===== src/rtl/vga_fb_writer_if.sv =====
// vga_fb_writer_if: processor bus and frame buffer port A signals of vga_fb_writer.
//   slave  : the writer block (consumes bus strobes and FB read data, drives the rest)
//   master : the surrounding system (processor bus, frame buffer model, IRQ sink)
// Signals:
//   BUS_ADDR/BUS_DATA_IN/BUS_WE/BUS_RE  processor bus access
//   BUS_DATA_OUT/BUS_DATA_OE            registered read data and its valid flag
//   FB_ADDR/FB_DATA_OUT/FB_WE           frame buffer port A write side, FB_ADDR = {Y,X}
//   FB_DATA_IN                          frame buffer port A read data (1-cycle sync read)
//   BUSY/DONE_IRQ                       fill engine status and completion pulse
interface vga_fb_writer_if #(
    parameter int unsigned X_BITS     = 8,
    parameter int unsigned Y_BITS     = 7,
    parameter int unsigned PIXEL_BITS = 1
) ();
    logic [7:0]               BUS_ADDR;
    logic [7:0]               BUS_DATA_IN;
    logic                     BUS_WE;
    logic                     BUS_RE;
    logic [7:0]               BUS_DATA_OUT;
    logic                     BUS_DATA_OE;
    logic [X_BITS+Y_BITS-1:0] FB_ADDR;
    logic [PIXEL_BITS-1:0]    FB_DATA_OUT;
    logic                     FB_WE;
    logic [PIXEL_BITS-1:0]    FB_DATA_IN;
    logic                     BUSY;
    logic                     DONE_IRQ;

    modport slave (
        input  BUS_ADDR, BUS_DATA_IN, BUS_WE, BUS_RE, FB_DATA_IN,
        output BUS_DATA_OUT, BUS_DATA_OE, FB_ADDR, FB_DATA_OUT, FB_WE, BUSY, DONE_IRQ
    );

    modport master (
        output BUS_ADDR, BUS_DATA_IN, BUS_WE, BUS_RE, FB_DATA_IN,
        input  BUS_DATA_OUT, BUS_DATA_OE, FB_ADDR, FB_DATA_OUT, FB_WE, BUSY, DONE_IRQ
    );
endinterface


===== src/rtl/vga_fb_writer.sv =====
// vga_fb_writer: bus-side controller for the VGA frame buffer (port A).
// Holds the X/Y cursor, performs multi-bit pixel writes with optional auto-increment,
// serves pixel read-back and runs a row-major rectangle fill engine.
// Ports:
//   CLK    system clock
//   RESET  synchronous, active-high reset
//   bus    vga_fb_writer_if.slave: 8-bit processor bus, frame buffer port A, BUSY, DONE_IRQ
// Register map (offset from BASE_ADDR):
//   0 Y, 1 X, 2 PIXEL, 3 CTRL {START, AUTOINC} / status {BUSY, AUTOINC}, 4 W, 5 H, 6 FILL_COL
module vga_fb_writer #(
    parameter logic [7:0]  BASE_ADDR  = 8'hB0,
    parameter int unsigned X_BITS     = 8,
    parameter int unsigned Y_BITS     = 7,
    parameter int unsigned PIXEL_BITS = 1
) (
    input logic             CLK,
    input logic             RESET,
    vga_fb_writer_if.slave  bus
);
    localparam int unsigned AW = X_BITS + Y_BITS;

    typedef enum logic [0:0] {StIdle, StFill} state_e;

    state_e                state_q, state_d;
    logic [X_BITS-1:0]     x_q, x_d;
    logic [Y_BITS-1:0]     y_q, y_d;
    logic [X_BITS-1:0]     w_q, w_d;
    logic [Y_BITS-1:0]     h_q, h_d;
    logic [PIXEL_BITS-1:0] fill_col_q, fill_col_d;
    logic                  autoinc_q, autoinc_d;
    logic [X_BITS-1:0]     col_rem_q, col_rem_d;
    logic [Y_BITS-1:0]     row_rem_q, row_rem_d;
    logic [AW-1:0]         fb_addr_q, fb_addr_d;
    logic [PIXEL_BITS-1:0] fb_data_q, fb_data_d;
    logic                  fb_we_q, fb_we_d;
    logic                  done_q, done_d;
    logic [7:0]            rd_data_q, rd_data_d;
    logic                  rd_oe_q, rd_oe_d;

    logic [7:0]        offset;
    logic              hit;
    logic [2:0]        off;
    logic              busy;
    logic              wr_en;
    logic              rd_en;
    logic [7:0]        rd_val;
    logic [X_BITS-1:0] x_inc;
    logic [Y_BITS-1:0] y_inc;
    logic [X_BITS-1:0] cx_inc;
    logic [Y_BITS-1:0] cy_inc;

    // Subtraction-based decode so BASE_ADDR need not be 8-aligned.
    assign offset = bus.BUS_ADDR - BASE_ADDR;
    assign hit    = (offset < 8'd8);
    assign off    = offset[2:0];
    assign busy   = (state_q == StFill);
    assign wr_en  = bus.BUS_WE && hit && !busy;
    assign rd_en  = bus.BUS_RE && hit;

    assign x_inc  = x_q + 1'b1;
    assign y_inc  = y_q + 1'b1;
    assign cx_inc = fb_addr_q[X_BITS-1:0] + 1'b1;
    assign cy_inc = fb_addr_q[AW-1:X_BITS] + 1'b1;

    // Read mux works on current register values, so a same-cycle write is not visible.
    always_comb begin
        rd_val = '0;
        unique case (off)
            3'd0: rd_val[Y_BITS-1:0]     = y_q;
            3'd1: rd_val[X_BITS-1:0]     = x_q;
            3'd2: rd_val[PIXEL_BITS-1:0] = bus.FB_DATA_IN;
            3'd3: rd_val[1:0]            = {busy, autoinc_q};
            3'd4: rd_val[X_BITS-1:0]     = w_q;
            3'd5: rd_val[Y_BITS-1:0]     = h_q;
            3'd6: rd_val[PIXEL_BITS-1:0] = fill_col_q;
            default: rd_val = '0;
        endcase
    end

    always_comb begin
        state_d    = state_q;
        x_d        = x_q;
        y_d        = y_q;
        w_d        = w_q;
        h_d        = h_q;
        fill_col_d = fill_col_q;
        autoinc_d  = autoinc_q;
        col_rem_d  = col_rem_q;
        row_rem_d  = row_rem_q;
        fb_addr_d  = fb_addr_q;
        fb_data_d  = fb_data_q;
        fb_we_d    = 1'b0;
        done_d     = 1'b0;
        rd_oe_d    = rd_en;
        rd_data_d  = rd_en ? rd_val : rd_data_q;

        unique case (state_q)
            StIdle: begin
                fb_addr_d = {y_q, x_q};
                if (wr_en) begin
                    unique case (off)
                        3'd0: y_d = bus.BUS_DATA_IN[Y_BITS-1:0];
                        3'd1: x_d = bus.BUS_DATA_IN[X_BITS-1:0];
                        3'd2: begin
                            fb_we_d   = 1'b1;
                            fb_data_d = bus.BUS_DATA_IN[PIXEL_BITS-1:0];
                            if (autoinc_q) begin
                                x_d = x_inc;
                                if (x_q == '1) begin
                                    y_d = y_inc;
                                end
                            end
                        end
                        3'd3: begin
                            autoinc_d = bus.BUS_DATA_IN[0];
                            if (bus.BUS_DATA_IN[1] && (w_q != '0) && (h_q != '0)) begin
                                // First fill pixel is issued on the entry edge so that
                                // FB_WE covers every BUSY cycle.
                                state_d   = StFill;
                                fb_we_d   = 1'b1;
                                fb_data_d = fill_col_q;
                                col_rem_d = w_q - 1'b1;
                                row_rem_d = h_q - 1'b1;
                            end
                        end
                        3'd4: w_d        = bus.BUS_DATA_IN[X_BITS-1:0];
                        3'd5: h_d        = bus.BUS_DATA_IN[Y_BITS-1:0];
                        3'd6: fill_col_d = bus.BUS_DATA_IN[PIXEL_BITS-1:0];
                        default: ;
                    endcase
                end
            end
            StFill: begin
                // Bus writes are locked out while filling, so x_q/w_q still hold the
                // values captured at START and serve as the fill snapshot.
                if (col_rem_q != '0) begin
                    fb_we_d                   = 1'b1;
                    fb_addr_d[X_BITS-1:0]     = cx_inc;
                    col_rem_d                 = col_rem_q - 1'b1;
                end else if (row_rem_q != '0) begin
                    fb_we_d   = 1'b1;
                    fb_addr_d = {cy_inc, x_q};
                    col_rem_d = w_q - 1'b1;
                    row_rem_d = row_rem_q - 1'b1;
                end else begin
                    state_d   = StIdle;
                    done_d    = 1'b1;
                    fb_addr_d = {y_q, x_q};
                end
            end
            default: state_d = StIdle;
        endcase
    end

    always_ff @(posedge CLK) begin
        if (RESET) begin
            state_q    <= StIdle;
            x_q        <= '0;
            y_q        <= '0;
            w_q        <= '0;
            h_q        <= '0;
            fill_col_q <= '0;
            autoinc_q  <= 1'b0;
            col_rem_q  <= '0;
            row_rem_q  <= '0;
            fb_addr_q  <= '0;
            fb_data_q  <= '0;
            fb_we_q    <= 1'b0;
            done_q     <= 1'b0;
            rd_data_q  <= '0;
            rd_oe_q    <= 1'b0;
        end else begin
            state_q    <= state_d;
            x_q        <= x_d;
            y_q        <= y_d;
            w_q        <= w_d;
            h_q        <= h_d;
            fill_col_q <= fill_col_d;
            autoinc_q  <= autoinc_d;
            col_rem_q  <= col_rem_d;
            row_rem_q  <= row_rem_d;
            fb_addr_q  <= fb_addr_d;
            fb_data_q  <= fb_data_d;
            fb_we_q    <= fb_we_d;
            done_q     <= done_d;
            rd_data_q  <= rd_data_d;
            rd_oe_q    <= rd_oe_d;
        end
    end

    assign bus.FB_ADDR      = fb_addr_q;
    assign bus.FB_DATA_OUT  = fb_data_q;
    assign bus.FB_WE        = fb_we_q;
    assign bus.BUSY         = busy;
    assign bus.DONE_IRQ     = done_q;
    assign bus.BUS_DATA_OUT = rd_data_q;
    assign bus.BUS_DATA_OE  = rd_oe_q;
endmodule

===== src/flat_wrapper.sv =====
// flat-port wrapper written by rule: the top's interface ports become plain ports
module vga_fb_writer_flat 
#(
    parameter logic [7:0]  BASE_ADDR  = 8'hB0,
    parameter int unsigned X_BITS     = 8,
    parameter int unsigned Y_BITS     = 7,
    parameter int unsigned PIXEL_BITS = 1
)
  (CLK, RESET, bus_BUS_ADDR, bus_BUS_DATA_IN, bus_BUS_WE, bus_BUS_RE, bus_FB_DATA_IN, bus_BUS_DATA_OUT, bus_BUS_DATA_OE, bus_FB_ADDR, bus_FB_DATA_OUT, bus_FB_WE, bus_BUSY, bus_DONE_IRQ);
  vga_fb_writer_if #(.X_BITS(X_BITS), .Y_BITS(Y_BITS), .PIXEL_BITS(PIXEL_BITS)) bus_i ();
  input logic CLK;
  input logic RESET;
  input wire logic [$bits(bus_i.BUS_ADDR)-1:0] bus_BUS_ADDR;
  input wire logic [$bits(bus_i.BUS_DATA_IN)-1:0] bus_BUS_DATA_IN;
  input wire logic [$bits(bus_i.BUS_WE)-1:0] bus_BUS_WE;
  input wire logic [$bits(bus_i.BUS_RE)-1:0] bus_BUS_RE;
  input wire logic [$bits(bus_i.FB_DATA_IN)-1:0] bus_FB_DATA_IN;
  output wire logic [$bits(bus_i.BUS_DATA_OUT)-1:0] bus_BUS_DATA_OUT;
  output wire logic [$bits(bus_i.BUS_DATA_OE)-1:0] bus_BUS_DATA_OE;
  output wire logic [$bits(bus_i.FB_ADDR)-1:0] bus_FB_ADDR;
  output wire logic [$bits(bus_i.FB_DATA_OUT)-1:0] bus_FB_DATA_OUT;
  output wire logic [$bits(bus_i.FB_WE)-1:0] bus_FB_WE;
  output wire logic [$bits(bus_i.BUSY)-1:0] bus_BUSY;
  output wire logic [$bits(bus_i.DONE_IRQ)-1:0] bus_DONE_IRQ;
  assign bus_i.BUS_ADDR = bus_BUS_ADDR;
  assign bus_i.BUS_DATA_IN = bus_BUS_DATA_IN;
  assign bus_i.BUS_WE = bus_BUS_WE;
  assign bus_i.BUS_RE = bus_BUS_RE;
  assign bus_i.FB_DATA_IN = bus_FB_DATA_IN;
  assign bus_BUS_DATA_OUT = bus_i.BUS_DATA_OUT;
  assign bus_BUS_DATA_OE = bus_i.BUS_DATA_OE;
  assign bus_FB_ADDR = bus_i.FB_ADDR;
  assign bus_FB_DATA_OUT = bus_i.FB_DATA_OUT;
  assign bus_FB_WE = bus_i.FB_WE;
  assign bus_BUSY = bus_i.BUSY;
  assign bus_DONE_IRQ = bus_i.DONE_IRQ;
  vga_fb_writer #(.BASE_ADDR(BASE_ADDR), .X_BITS(X_BITS), .Y_BITS(Y_BITS), .PIXEL_BITS(PIXEL_BITS)) u_core (.CLK(CLK), .RESET(RESET), .bus(bus_i));
endmodule

===== config.mk =====
export PLATFORM = sky130hd
export DESIGN_NAME = vga_fb_writer_flat
export DESIGN_NICKNAME = d
export VERILOG_FILES = /design/src/rtl/vga_fb_writer_if.sv /design/src/rtl/vga_fb_writer.sv /design/src/flat_wrapper.sv
export SDC_FILE = /design/constraint.sdc
export NUM_CORES = 1
export LEC_CHECK = 0
export CAP_MARGIN = 5
export CORE_MARGIN = 4
export CORE_UTILIZATION = 30
export CTS_BUF_LIST = sky130_fd_sc_hd__clkbuf_16
export DETAILED_ROUTE_END_ITERATION = 12
export HOLD_SLACK_MARGIN = 0.12
export PLACE_DENSITY_LB_ADDON = 0.05
export SETUP_SLACK_MARGIN = 0.02
export SYNTH_ARGS = -nofsm -noshare
export SYNTH_HDL_FRONTEND = slang
export SYNTH_SLANG_ARGS = --single-unit

===== constraint.sdc =====
create_clock -name CLK -period 2.7 [get_ports CLK]
set_input_delay 0.81 -clock CLK [delete_from_list [all_inputs] [get_ports CLK]]
set_output_delay 0.81 -clock CLK [all_outputs]
set_load 0.005 [all_outputs]

==> results.md, run 1 <==
- Outcome: complete, no violations
- Worst reg-to-reg path cell count: 8
- Antenna-violating nets left: 0
- Die area: 15940 um^2
- Vias in the first global route: 3828
- Crit Path Class: in2reg
- Syn nets: 551
- DRC violations left: 0
- Total GRT Usage: 0.1669
- Post-CTS Hold Fix Bufs: 0
- Pins Over Slew Limit: 0
- Mapped Cells: 522
- CTS Buffer Depth: 2
- I/O Buffers: 48
- GPL Wtd Cong: 0.8534
- WHS Endpoint: u_core.row_rem_q[0]
- Commonest non-fill, non-tap cells in the layout: dfxtp_1, nor2_1, nand2_1
- Yosys top cell area share: 0.3580
- Ranking of synthesized cells by area: dfxtp_1, nor2_1, mux2i_1, a21oi_1, nand2_1
- Power Density: 442.5 nW/um^2
- Clk Latency, worst-skew pair: 340 ps
- CTS tree: built
- Top_reg_cell synth: dfxtp_1
- DP HPWL: 9648 um
- Setup TNS: 0 ps
- Initial Util: 0.3118
- CTS Sinks: 75
- P&R area growth vs syn: 27.66%
- Clock transition at path regs: 60 ps
- Worst Hold Class: reg2reg
- Post-synth EDFFs: 0
- Final min period: 2546 ps
- R2r setup slk: 280 ps
- Die X: 126.2 um
- First-pass GRT wire length: 21220 um
- Tot Pwr: 2.369 mW
- Worst IR Drop VDD: 0.2295 mV
- Clock Tree Root: clkbuf_16
- Slew margin rel.: 0.5477
- Diode count: 0
- Grt ovf: 0
- Hold path startpoint: u_core.row_rem_q[0]
- Worst r2r src: u_core.col_rem_q[0]
- Setup violations, final: 0
- Die height: 126.2 um
- Inst Count DP: 755
- Worst setup EP type: flip-flop
- Leakage power: 2.069 nW
- Largest net degree at the start of global routing: 34
- Period utilization: 0.9430
- Layout cell share with drive strength beyond 1: 0.1261
- Row count: 42
- Hold Fails Final Rpt: 0
- Critical Path Source Type: primary input
- Post-CTS Setup Inserts: 0
- Seq cells post-synth: 75
- Layout fillers: 1447
- Via density: 5.237
- Resized cells post-CTS: 0
- R2r endpoint: u_core.row_rem_q[6]
- Antenna violations before repair: 0
- CP Data Arrival Time: 2810 ps
- Peak fanout along the critical path: 3
- Drt first pass iters: 4
- 1st-iter DRT viols: 261
- Routed wire length: 12910 um
- WHS Path Cells: 2
- CTS H-tree depth: 3
- Hold_ws: 480.7 ps
- Most common cell after layout, fill and taps aside: dfxtp_1
- Max Cap Violations: 0
- YS warnings: 0
- Clock Skews: 5.429 ps
- Worst slew pin tran: 678.5 ps
- Async set-reset flop share out of synthesis: 0
- RSZ-0062 raised after global routing: false
- Most area-hungry cell type in the Yosys netlist: dfxtp_1
- Io pins: 49
- Synth Area per Inst: 8.035 um^2
- Core area: 13450 um^2
- Non-filler cells, final: 771
- Yosys cell types: 57
- Fmax: 392.8 MHz
- Post-route core utilization: 0.3980
- Sequential area share after synthesis: 0.3580
- Worst endpoint required time: 2960 ps
- Drt wl/cell: 16.75 um
- Total CTS buffers: 9
- Vias: 4038
- Post-Syn Area: 4194 um^2
- Layout net count: 619
-- where the power goes --
group	total, mW	leakage (nW)	internal [mW]	switching, mW
clock network	1.09	0.130	0.609	0.476
registers	1.12	0.604	1.11	0.00541
logic	0.169	1.34	0.0764	0.0922
-- worst max-delay path by stage --
| stage | start | to | slack, ps | depth (start not counted) |
|---|---|---|---|---|
| global placement | bus_BUS_WE | u_core.x_q[0] | -160 | 9 |
| CTS | bus_BUS_WE | u_core.x_q[0] | 160 | 9 |
| global route | bus_BUS_WE | u_core.x_q[3] | 30 | 8 |
| floorplan | bus_BUS_WE | u_core.row_rem_q[6] | 60 | 8 |
| detailed placement | bus_BUS_WE | u_core.row_rem_q[6] | -210 | 7 |
| finish | bus_BUS_WE | u_core.row_rem_q[6] | 150 | 7 |
-- cells in the mapped netlist, types with 6 or more instances --
master and n:
dfxtp_1 75, nor2_1 72, nand2_1 53, a21oi_1 41, o21ai_0 33, clkbuf_1 31
mux2i_1 26, nand3_1 19, nor3_1 13, a211oi_1 10, nand2b_1 10, nor2b_1 10
o31ai_1 9, a22oi_1 8, and3_1 8, ha_1 8, xnor2_1 7, a31oi_1 6
inv_1 6, mux4_2 6, or3_1 6
-- through the flow --
step	cell area [um^2]	worst slack, ps
after global routing	5354	26.49
after global placement	5094	-160.2
final	5354	153.8
after detailed placement	5094	-213.3
after CTS	5354	163.5
after floorplan	4194	62.44
-- cells by family (layout without fill, tap and decap cells) --
kind of cell,count (synthesis),count (layout),share of synthesized area
xor+xnor,12,12,0.02506
flops,75,75,0.3580
simple gates,218,218,0.2542
buf+inv,42,115,0.04027
mux,34,34,0.09964
compound gates,133,133,0.1990
fa+ha+maj,8,8,0.02387
-- per-layer routing --
layer | vias up | routed length [um] | track usage
li1 | 2026 | - | -
met1 | 1916 | 6560 | 0.2425
met2 | 83 | 5633 | 0.2498
met3 | 13 | 519 | 0.02794
met4 | 0 | 199 | 0.05678
met5 | - | 0 | 0
-- worst max-delay path, stage by stage --
cell	delay, ps
clkdlybuf4s50_1	450
nor4bb_1	350
nor2b_1	230
nand3b_1	130
and2_4	180
or4_1	490
a31oi_1	160
-- state kept, by name, indices dropped and copies added, names as in the netlist, 7 cells and up --
name                     count
u_core.bus.FB_ADDR          15
u_core.bus.BUS_DATA_OUT      8
u_core.col_rem_q             8
u_core.w_q                   8
u_core.x_q                   8
u_core.h_q                   7
u_core.row_rem_q             7
u_core.y_q                   7
-- cell type report --
class                      instances  area, um^2  area share
clock buffer                       9       225.2     0.04207
inverter                           6       22.52    0.004207
sequential                        75        1501      0.2804
tap                              176       220.2     0.04113
clock inverter                     7       35.03    0.006544
timing repair buffer              93       825.8      0.1542
multi-input combinational        405        2524      0.4714
Note: power is estimated with default switching activity, not from simulation.
==> run 2: changes to the inputs <==
--- a/config.mk
+++ b/config.mk
@@ -6,6 +6,7 @@
 export NUM_CORES = 1
 export LEC_CHECK = 0
 export CAP_MARGIN = 5
+export CORE_ASPECT_RATIO = 0.5
 export CORE_MARGIN = 4
 export CORE_UTILIZATION = 30
 export CTS_BUF_LIST = sky130_fd_sc_hd__clkbuf_16
==> run 2 against run 1 <==
  * Count of clock-buffer cells in the layout did not move
  * Hold slack got worse by 3.7 ps
  * First-iteration DRC count rose by 22%
  * Die area rose by 0.72%
  * Final cell count rose by 1.9%
  * Largest cell class unchanged
==> results.md, run 2 (synthesis gave the netlist of run 1 again) <==
- Post-route core utilization: 0.4023
- Total GRT Usage: 0.1701
- 1st-iter DRT viols: 318
- Most common cell after layout, fill and taps aside: dfxtp_1
- Antenna violations before repair: 0
- Hold Fails Final Rpt: 0
- CP Data Arrival Time: 2750 ps
- Layout fillers: 1434
- Max reg flops: 15
- Clk Latency, worst-skew pair: 340 ps
- Via density: 4.992
- Die X: 175.2 um
- CTS Buffer Depth: 2
- Total CTS buffers: 9
- Worst Hold Class: reg2reg
- Peak fanout along the critical path: 4
- Routed wire length: 13400 um
- Cells along the critical path: clkdlybuf4s50_1, nor4bb_2, nor2b_2, nand3b_1, and2_4, or4_1, a31oi_1
- GPL Wtd Cong: 0.8260
- First-pass GRT wire length: 21390 um
- Leakage power: 2.115 nW
- FF/Latch Area: 1501 um^2
- Drt wl/cell: 17.04 um
- CP delay by family, top: simple AND/OR/NAND/NOR gates
- Pins Over Slew Limit: 0
- Setup violations, final: 0
- Vias in the first global route: 3714
- Antenna-violating nets left: 0
- Worst setup EP type: flip-flop
- Layout net count: 618
- P&R area growth vs syn: 30.70%
- Slew margin rel.: 0.6701
- Fmax: 401.9 MHz
- Drt first pass iters: 4
- Vias: 3924
- DRC violations left: 0
- Grt ovf: 0
- I/O Buffers: 48
- CTS H-tree depth: 3
- Crit Path Class: in2reg
- Post-CTS Hold Fix Bufs: 0
- Layout cell share with drive strength beyond 1: 0.1296
- Worst endpoint required time: 2970 ps
- Max Cap Violations: 0
- DP HPWL: 9864 um
- Clock Tree Root: clkbuf_16
- Post-place instance area: 5106 um^2
- Power Density: 506.0 nW/um^2
- RSZ-0062 raised after global routing: false
- Diode count: 0
- Clock Skews: 7.832 ps
- Outcome: complete, no violations
- CTS tree: built
- CTS Sinks: 75
- Core area: 13630 um^2
- Fin area: 5482 um^2
- Slowest stage delay, CP: 490 ps
- Io pins: 49
- Worst slew pin tran: 488.4 ps
- Commonest non-fill, non-tap cells in the layout: dfxtp_1, nor2_1, nand2_1
- Die area: 16050 um^2
- Slowest cell on crit path: or4_1
- Largest net degree at the start of global routing: 36
- R2r setup slk: 280 ps
- Worst path bufs/invs: 1
- Period utilization: 0.9215
- Final min period: 2488 ps
- Multi-input logic area: 2532 um^2
- Die height: 91.61 um
- Initial Util: 0.3078
- Row count: 30
- Critical Path Source Type: primary input
- Worst IR Drop VDD: 0.2667 mV
- Clock transition at path regs: 60 ps
-- run 2: routing by layer --
layer / track usage / wire (um)
met5: 0 / 0
met4: 0.03135 / 99
met3: 0.04243 / 544
met2: 0.2263 / 5181
met1: 0.2707 / 7568
-- run 2: worst reg2reg max path: cells and delay by family, from the launching register on --
family	cells	cell delay (ps)
flops	1	360
mux	1	200
simple gates	2	610
compound gates	2	680
fa+ha+maj	1	180
buf+inv	2	290
-- run 2: final cells by class --
| class | instances | area share |
|---|---|---|
| multi-input combinational | 405 | 0.4620 |
| tap | 192 | 0.04383 |
| inverter | 6 | 0.004109 |
| timing repair buffer | 92 | 0.1493 |
| clock buffer | 9 | 0.04109 |
| clock inverter | 7 | 0.02579 |
| sequential | 75 | 0.2739 |
-- run 2: per-stage QoR --
| step | power (mW) | TNS, ps | hold slack (ps) | instances | setup WS [ps] |
|---|---|---|---|---|---|
| after floorplan | 1.226 | 0 | 444.5 | 522 | 62.44 |
| after global placement | 1.306 | -2563 | 472.9 | 770 | -192.8 |
| after detailed placement | 1.304 | -2984 | 472.5 | 770 | -215.2 |
| after CTS | 2.818 | 0 | 481.9 | 786 | 122.4 |
| after global routing | 2.874 | 0 | 506.2 | 786 | 63.06 |
| final | 2.773 | 0 | 477.0 | 786 | 211.8 |
-- run 2: worst paths after layout --
| path | to | depth (start not counted) | startpoint |
|---|---|---|---|
| hold reg to reg | u_core.row_rem_q[0] | 2 | u_core.row_rem_q[0] |
| setup reg to reg | u_core.col_rem_q[1] | 8 | u_core.col_rem_q[0] |
| hold / removal | u_core.row_rem_q[0] | 2 | u_core.row_rem_q[0] |
| setup / recovery | u_core.row_rem_q[6] | 7 | bus_BUS_WE |
-- run 2: report_power, final --
part | switching [mW] | internal (mW) | leakage, nW | total (mW)
combinational | 0.0926 | 0.0727 | 1.33 | 0.165
sequential | 0.00534 | 1.11 | 0.604 | 1.12
clock | 0.496 | 0.997 | 0.181 | 1.49
total | 0.594 | 2.18 | 2.12 | 2.77
-- run 2: timing repair --
action                     in CTS  in global routing
setup endpoints to repair       0                  2
resized for setup               0                  2
buffers inserted                0                  0
